### config.mk
export PLATFORM = sky130hd
export DESIGN_NAME = counter
export DESIGN_NICKNAME = d
export VERILOG_FILES = /design/src/rtl/counter.sv
export SDC_FILE = /design/constraint.sdc
export NUM_CORES = 1
export LEC_CHECK = 0
export CORE_AREA = 2 2 39 41
export DETAILED_ROUTE_END_ITERATION = 6
export DIE_AREA = 0 0 41 43
export GPL_TIMING_DRIVEN = 0
export MAX_ROUTING_LAYER = met4
export SKIP_LAST_GASP = 1
export SLEW_MARGIN = 20
export SYNTH_ARGS = -nofsm -noshare
export SYNTH_HDL_FRONTEND = slang
export SYNTH_SLANG_ARGS = --single-unit
### constraint.sdc
create_clock -name clk -period 1.3 [get_ports clk]
set_input_delay 0.325 -clock clk [delete_from_list [all_inputs] [get_ports clk]]
set_output_delay 0.325 -clock clk [all_outputs]
set_load 0.02 [all_outputs]
### src/rtl/counter.sv
// counter: registered rising-edge counter on a 1-bit event input.
// Saturates at MAX_COUNT (WRAP=0) or wraps to 0 (WRAP=1).
// Optional input synchronizer: define COUNTER_SYNC_EN to insert a
// two-flop synchronizer ahead of edge detection (+2 cycles latency).
module counter #(
    parameter int unsigned MAX_COUNT = 7,
    parameter bit          WRAP      = 1'b0
) (
    input  logic       clk,
    input  logic       reset,
    input  logic       in,
    output logic [2:0] out
);

    localparam logic [2:0] MAX_V = 3'(MAX_COUNT);

    logic       in_s;
    logic       in_q;
    logic [2:0] out_q;
    logic [2:0] out_d;
    logic       rise;

`ifdef COUNTER_SYNC_EN
    logic sync1_q;
    logic sync2_q;

    // Two-flop synchronizer for the asynchronous event input.
    always_ff @(posedge clk) begin
        if (!reset) begin
            sync1_q <= 1'b0;
            sync2_q <= 1'b0;
        end else begin
            sync1_q <= in;
            sync2_q <= sync1_q;
        end
    end

    assign in_s = sync2_q;
`else
    assign in_s = in;
`endif

    assign rise = in_s & ~in_q;

    // Next count: step on a detected rising edge, saturate or wrap at MAX.
    always_comb begin
        out_d = out_q;
        if (rise) begin
            if (out_q >= MAX_V) begin
                out_d = WRAP ? '0 : MAX_V;
            end else begin
                out_d = out_q + 3'd1;
            end
        end
    end

    // Edge-detect history and count registers; reset wins over any edge.
    always_ff @(posedge clk) begin
        if (!reset) begin
            in_q  <= 1'b0;
            out_q <= '0;
        end else begin
            in_q  <= in_s;
            out_q <= out_d;
        end
    end

    assign out = out_q;

endmodule

# Word-level counts from Yosys, hierarchy flattened
# Index checks and enable logic that the tools add are counted.
# op_classes
mux	1
div_mod_pow	0
multipliers	0
bitwise_logic	2
add_sub_neg	1
n_shift	0
order_cmp	1
n_eq_ne	0
n_reduce_logical	0
# ops
op	count
$add A3 B1 Y3 const B	1
$ge A3 B3 Y1 const B	1
$mux W3	1
$and A1 B1 Y1	1
$not A1 Y1	1
# word_totals
n_memories	0
input_bits	3
rom_bits	0
out_inout_bits	3
mem_bits_rw	0
latchBits	0
register_bits	4
elab_cells	7

# Logic depth before layout (Yosys ltp)
# Gate-level depths: netlist of run 1.
# logic_depth
word_depth	2
ltp_mapped	4
ltp_nobuf	4

# Worst setup path before layout of run 1
# OpenSTA, ideal clock, no wires.
# synth_timing
kind	reg-to-reg
start	register out_q[0], in the netlist out[0]
end	register out_q[1], in the netlist out[1]
synth_period_minus_slack_ns	1.441
required_time_ns	1.181
path_stages_with_launch	5
slack_ns	-0.141
setup_ns	0.119
n_path_buf	0
t_arrival_ns	1.322
path_cell_list	dfxtp_1 > ha_1 > ha_1 > a311o_1 > o221a_1
# synth_between
elab_chain_len	2
# synth_rtl
item	line	text
start: declaration	19	logic [2:0] out_q;
start signal: assignment	64	out_q <= out_d;
$add A3 B1 Y3 / $ge A3 B3 Y1 (equally long branches)	52, 49	
$mux W3 *	49	if (out_q >= MAX_V) begin
# Mark *: on every way between the ends. The rest lies on a longest branch, timed or not.
# A chain may end at the register's enable or synchronous reset.

# Worst setup path after layout of run 1
# layout_timing
start	register out_q[1], in the netlist out[1]
end	register out_q[2], in the netlist out[2]
# The elaborated chain is that of the path after synthesis.

==> results of run 1 <==
synth_stat cells:
| cell type | count | share of area, % |
|---|---|---|
| and2b_2 | 1 | 5.0 |
| and2_1 | 1 | 3.5 |
| dfxtp_1 | 4 | 45 |
| o221a_1 | 2 | 13 |
| nand2b_1 | 1 | 3.5 |
| a21oi_1 | 1 | 2.8 |
| a311o_1 | 1 | 5.7 |
| ha_1 | 2 | 14 |
| a211oi_1 | 1 | 4.3 |
| o21ai_0 | 1 | 2.8 |
logic make-up after synthesis:
group	Yosys count
adders and majority gates	2
AOI/OAI and AO/OA	6
DFF	4
and+or+nand+nor	3
layout make-up:
cell class              instances  area [sq um]
repair buffers                  7         61.31
multi-input cells              11         121.4
well taps                      16         20.02
fillers                       155          1067
clock buffers                   4         26.28
flip-flops and latches          4         87.58
per-layer routing:
metal	GRT usage (%)	routed length (um)
met2	12.50	232
met3	3.141	44
met4	8.000	25
met1	6.410	156
met5	-	0
power by group through the flow:
stage          combinational [mW]  clock [mW]  sequential (mW)
2_1_floorplan              0.0217           0            0.156
3_3_place_gp               0.0551           0            0.147
3_5_place_dp               0.0617           0            0.149
4_1_cts                    0.0670       0.184            0.144
5_1_grt                    0.0752       0.193            0.146
6_report                   0.0671       0.179            0.145
critical path: cells and delay by family, from the launching register on:
kind	cells	cell delay [ps]
fa+ha+maj	2	310
flops	1	350
compound gates	2	530
worst max-delay path by stage:
stage                        end  slack, ps    from  cells past startpoint
after floorplan           out[1]         10  out[1]                      4
after CTS                 out[2]        -30  out[2]                      1
after global placement    out[1]       -250      in                      4
after global routing      out[1]        -30  out[0]                      4
final                     out[2]          7  out[1]                      4
after detailed placement  out[1]       -310      in                      4
sequential cells by signal, summed over array words and instances, names as in the netlist:
signal / count
out: 3
in_q: 1
through the flow:
step	util (%)	setup slack (ps)	cell area (sq um)	setup TNS [ps]
floorplan	-	11.59	196.4	0
global route	22.88	-31.19	316.6	-55.11
CTS	22.24	-29.30	307.8	-82.84
global placement	19.26	-250.1	266.5	-518.2
finish	22.88	6.545	316.6	0
detailed placement	19.26	-307.6	266.5	-708.7
timing repair:
item	4_1_cts	5_1_grt
setup buffers	2	0
endpoints found under the setup margin	5	3
gates resized for setup	5	4
hold buffers	0	0
pin swaps	3	2
cloned	0	0
==> out/qor.csv, run 1 <==
metric;value;unit
status;complete, no violations;
post-route minimum period;1293;ps
Worst slew margin;84.18;%
Syn Nets;20;
Max Cap Viol;0;
Die X;41;um
Tot Pwr;390.9;uW
WP data required;1430;ps
Worst R2R End;out[2];
# setup viols final;0;
post-synthesis simple-gate area fraction;12.06;%
Die Height;43;um
worst-case clock skew;1.299;ps
CTS root buffer;clkbuf_4;
CTS clock-pin slew for the worst setup and hold paths;40;ps
cell mode on critical path;ha_4;
vias in the first global route;208;
final hold vios;0;
R2R depth;4;
worst-path cell chain;ha_4 > ha_4 > a311o_1 > o221a_1;
Critical Path Sink Type;register;
Post-Synth XOR/XNOR Area;0;%
leak pwr;0.1317;nW
RSZ-0062 raised after global routing;true;
critical path peak fanout;3;
Detail Route Antenna Nets;0;
layout cells sized above 1;42.31;%
crit path DAT;1430;ps
DRT Wirelength;458;um
CTS tree;built;
Congestion Overflow GR;0;
NetSw;105.7;uW
unique cell type count in the Yosys netlist;10;
Worst R2R Start;out[1];
R2R setup slack;7;ps
Net Sw Frac;27.05;%
FP Rows;14;
critical path's slowest cell;dfxtp_4;
CTS Sinks;4;
Synth Cell Area;176.4;sq um
Avg Synthesized Cell Area;11.76;sq um
Worst Hold Margin;372.0;ps
Starting Density;12.75;%
FMAX;773.1;MHz
Clock Latency Late Sink;240;ps
Setup Crit Path Kind;reg -> reg;
antenna violations before repair;0;
Final Non-Filler Cells;42;
Pint;285.2;uW
area growth from synthesis to layout;79.43;%
Inserted Diodes;0;
IO buf count;5;
CORE AREA;1384;sq um
post-synthesis register bit count;4;
CP Launch Type;register;
drt first-iter violations;4;
slowest stage delay, CP;350;ps
power per standard cell area;1235;nW/um^2
hold path startpoint;in;
Syn Inst Count;15;
most common cell after layout, fill and taps aside;clkbuf_4;
global-route wire length before repair;848;um
Synth Area in Adders;14.18;%
VDD IR-drop max;369.3;uV
overall global routing resource usage;8.016;%
IO Count;6;
sequential share of the synthesized area;45.39;%
Comb power frac;17.2;%
Synth warnings;0;
Clock Power Share;45.8;%
worst-margin pin slew;236.9;ps
hold depth;2;
sequential power share;37.0;%
via count;177;
Nets;32;
TritonRoute pass-1 iters;4;
die area;1763;sq um
H-tree depth;1;
Final Cycle Share;99.50;%
Via-to-Cell Ratio;4.214;
Worst Hold End;in_q;
placed insts;36;
largest family of logic cells by synthesized area;compound AO/OA/AOI/OAI gates;
CTS buffer count;3;
post-synthesis compound-gate area fraction;28.37;%
routed len/inst;10.90;um
Residual DRC;0;
post-synthesis mux area share;0;%
routability cong.;0.6077;
clk buf depth;2;
Min-Delay Path Class;in -> reg;
Final Max Slew Viols;0;
largest net degree at the start of global routing;6;
Note: power is estimated with default switching activity, not from simulation.
==> run 2: changes to the inputs <==
Settings changed: SLEW_MARGIN 20 to default.
==> results of run 2 <==
The final DEF is identical to that of run 1; final timing and power are the same.
==> run 3: changes to the inputs <==
Settings changed: DONT_BUFFER_PORTS from default to 1.
==> run 3 against run 2 <==
Net effect: first-iteration DRC count down 75%; register-to-register slack worse by 60 ps; via count down 12%; critical endpoint unchanged; largest cell class unchanged; clock skew up 3.5 ps; global-route usage down 0.41 points; non-clock buffer count down 6; highest routed layer unchanged; the flow now finishes with violations (setup timing); clock-buffer cell count unchanged; critical path depth unchanged; clock power about the same; wire length up 5.9%; total power down 4.9%; core utilization down 3.5 points.
==> out/qor.csv, run 3 (same netlist as run 1, synthesis figures left out) <==
metric;value;unit;change
Final Max Slew Viols;0;;unchanged
power per standard cell area;1388;nW/um^2;+12%
Clock Latency Late Sink;250;ps;about the same
Comb power frac;8.6;%;-8.6 points
hold depth;1;;-1
Worst R2R End;out[2];;
failing checks;setup timing;;
R2R setup slack;-60;ps;-60 ps
Residual DRC;0;;unchanged
area growth from synthesis to layout;51.77;%;
status;finished with violations;;
Net Sw Frac;27.67;%;+0.62 points
routed len/inst;13.47;um;+24%
hpwl dp;345.2;um;
Congestion Overflow GR;0;;unchanged
antenna violations before repair;0;;unchanged
VDD IR-drop max;219.1;uV;-41%
CTS Sinks;4;;unchanged
hold path startpoint;in;;
R2R depth;4;;unchanged
Die X;41;um;unchanged
CTS buffer count;3;;unchanged
hold buffer count at CTS;0;;unchanged
Clock Power Share;48.4;%;+2.6 points
worst-case clock skew;4.813;ps;+3.513 ps
worst-margin pin slew;432.6;ps;+195.7 ps
Setup Total Neg Slack;-103.1;ps;-103.1 ps
Worst Hold Margin;199.4;ps;-172.7 ps
CP Launch Type;register;;
Final Cycle Share;104.5;%;+5.0 points
layout cells sized above 1;50.00;%;+7.7 points
H-tree depth;1;;unchanged
overall global routing resource usage;7.605;%;-0.41 points
largest net degree at the start of global routing;6;;unchanged
sequential power share;43.1;%;+6.1 points
IO Count;6;;unchanged
CTS tree;built;;
Critical Path Sink Type;register;;
most common cell after layout, fill and taps aside;clkbuf_4;;
final hold vios;0;;unchanged
CTS clock-pin slew for the worst setup and hold paths;40;ps;about the same
Pint;268.9;uW;-5.7%
Min-Delay Path Class;in -> reg;;
Detail Route Antenna Nets;0;;unchanged
crit path DAT;1490;ps;+60 ps
DRT Wirelength;485;um;+5.9%
IO buf count;0;;-5
TritonRoute pass-1 iters;2;;-2
Starting Density;12.75;%;unchanged
Via-to-Cell Ratio;4.333;;+2.8%
max reg flops;3;;unchanged
global-route wire length before repair;772;um;-9.0%
CORE AREA;1384;sq um;unchanged
drt first-iter violations;1;;-3
# setup viols final;2;;+2
FP Rows;14;;unchanged
post-route minimum period;1358;ps;+64.55 ps
Die Height;43;um;unchanged
RSZ-0062 raised after global routing;true;;
routability cong.;0.5699;;-6.2%
vias in the first global route;188;;-9.6%
leak pwr;0.09490;nW;-28%
critical path peak fanout;5;;+2
most frequent cells in the layout;3 x clkbuf_4, 2 x o221a_1, 2 x ha_4, 2 x dfxtp_1, 2 x dfxtp_4;;
clk buf depth;2;;unchanged
Nets;26;;-19%
Max Cap Viol;0;;unchanged
Setup Crit Path Kind;reg -> reg;;
via count;156;;-12%
final worst setup slack;-58.01;ps;-64.55 ps
Worst R2R Start;out[0];;
CTS root buffer;clkbuf_4;;
Inserted Diodes;0;;unchanged
WP data required;1430;ps;about the same
die area;1763;sq um;unchanged
Worst Hold End;in_q;;
Worst slew margin;71.12;%;-13 points
FMAX;736.4;MHz;-4.8%
NetSw;102.9;uW;-2.7%
run 3: changes by cell type in the layout (fill, tap and decap cells not counted), sizes merged:
cell           change
buf                -1
clkbuf             -1
clkdlybuf4s15      -1
clkdlybuf4s50      -1
dlygate4sd2        -1
dlymetal6s2s       -1
run 3: worst max-delay path, stage by stage, from the launching register on:
cell and delay [ps]:
dfxtp_4 380, ha_4 180, ha_4 150, a311o_1 300, o221a_1 230
run 3: power groups by stage:
stage / clock network, mW / logic [mW] / registers, mW
3_5_place_dp: 0 / 0.0285 / 0.161
2_1_floorplan: 0 / 0.0217 / 0.156
4_1_cts: 0.183 / 0.0312 / 0.159
6_report: 0.180 / 0.0318 / 0.160
3_3_place_gp: 0 / 0.0225 / 0.159
5_1_grt: 0.192 / 0.0362 / 0.162
run 3: final cells by class:
| type | instances | area [sq um] |
|---|---|---|
| timing repair buffer | 1 | 7.507 |
| clock buffer | 4 | 26.28 |
| tap | 16 | 20.02 |
| multi-input combinational | 11 | 126.4 |
| fill | 161 | 1116 |
| sequential | 4 | 87.58 |
run 3: worst max path at each step:
stage,slack [ps],start,endpoint
after floorplan,10,out[1],out[1]
after global placement,-4,out[1],out[1]
after detailed placement,-70,out[1],out[2]
after CTS,-60,out[0],out[2]
after global routing,-90,out[0],out[2]
final,-60,out[0],out[2]
run 3: repair_timing:
item | 4_1_cts | 5_1_grt
resized for setup | 2 | 1
setup buffers | 1 | 0
setup endpoints to repair | 2 | 3
run 3: metrics by stage:
step,setup WS (ps),std cells,power (mW),area [sq um],utilization [%]
6_report,-58.01,36,0.3718,267.8,19.35
5_1_grt,-93.16,36,0.3898,267.8,19.35
4_1_cts,-62.24,36,0.3738,262.8,18.99
3_5_place_dp,-72.57,31,0.1891,216.5,15.64
3_3_place_gp,-4.063,31,0.1811,216.5,15.64
2_1_floorplan,11.59,15,0.1780,196.4,-
run 3: per-layer routing:
metal / vias up / wire (um) / GRT usage [%]
met4: 0 / 13 / 6.000
met3: 2 / 73 / 6.806
li1: 71 / - / -
met2: 9 / 233 / 11.88
met5: - / 0 / -
met1: 74 / 164 / 4.487
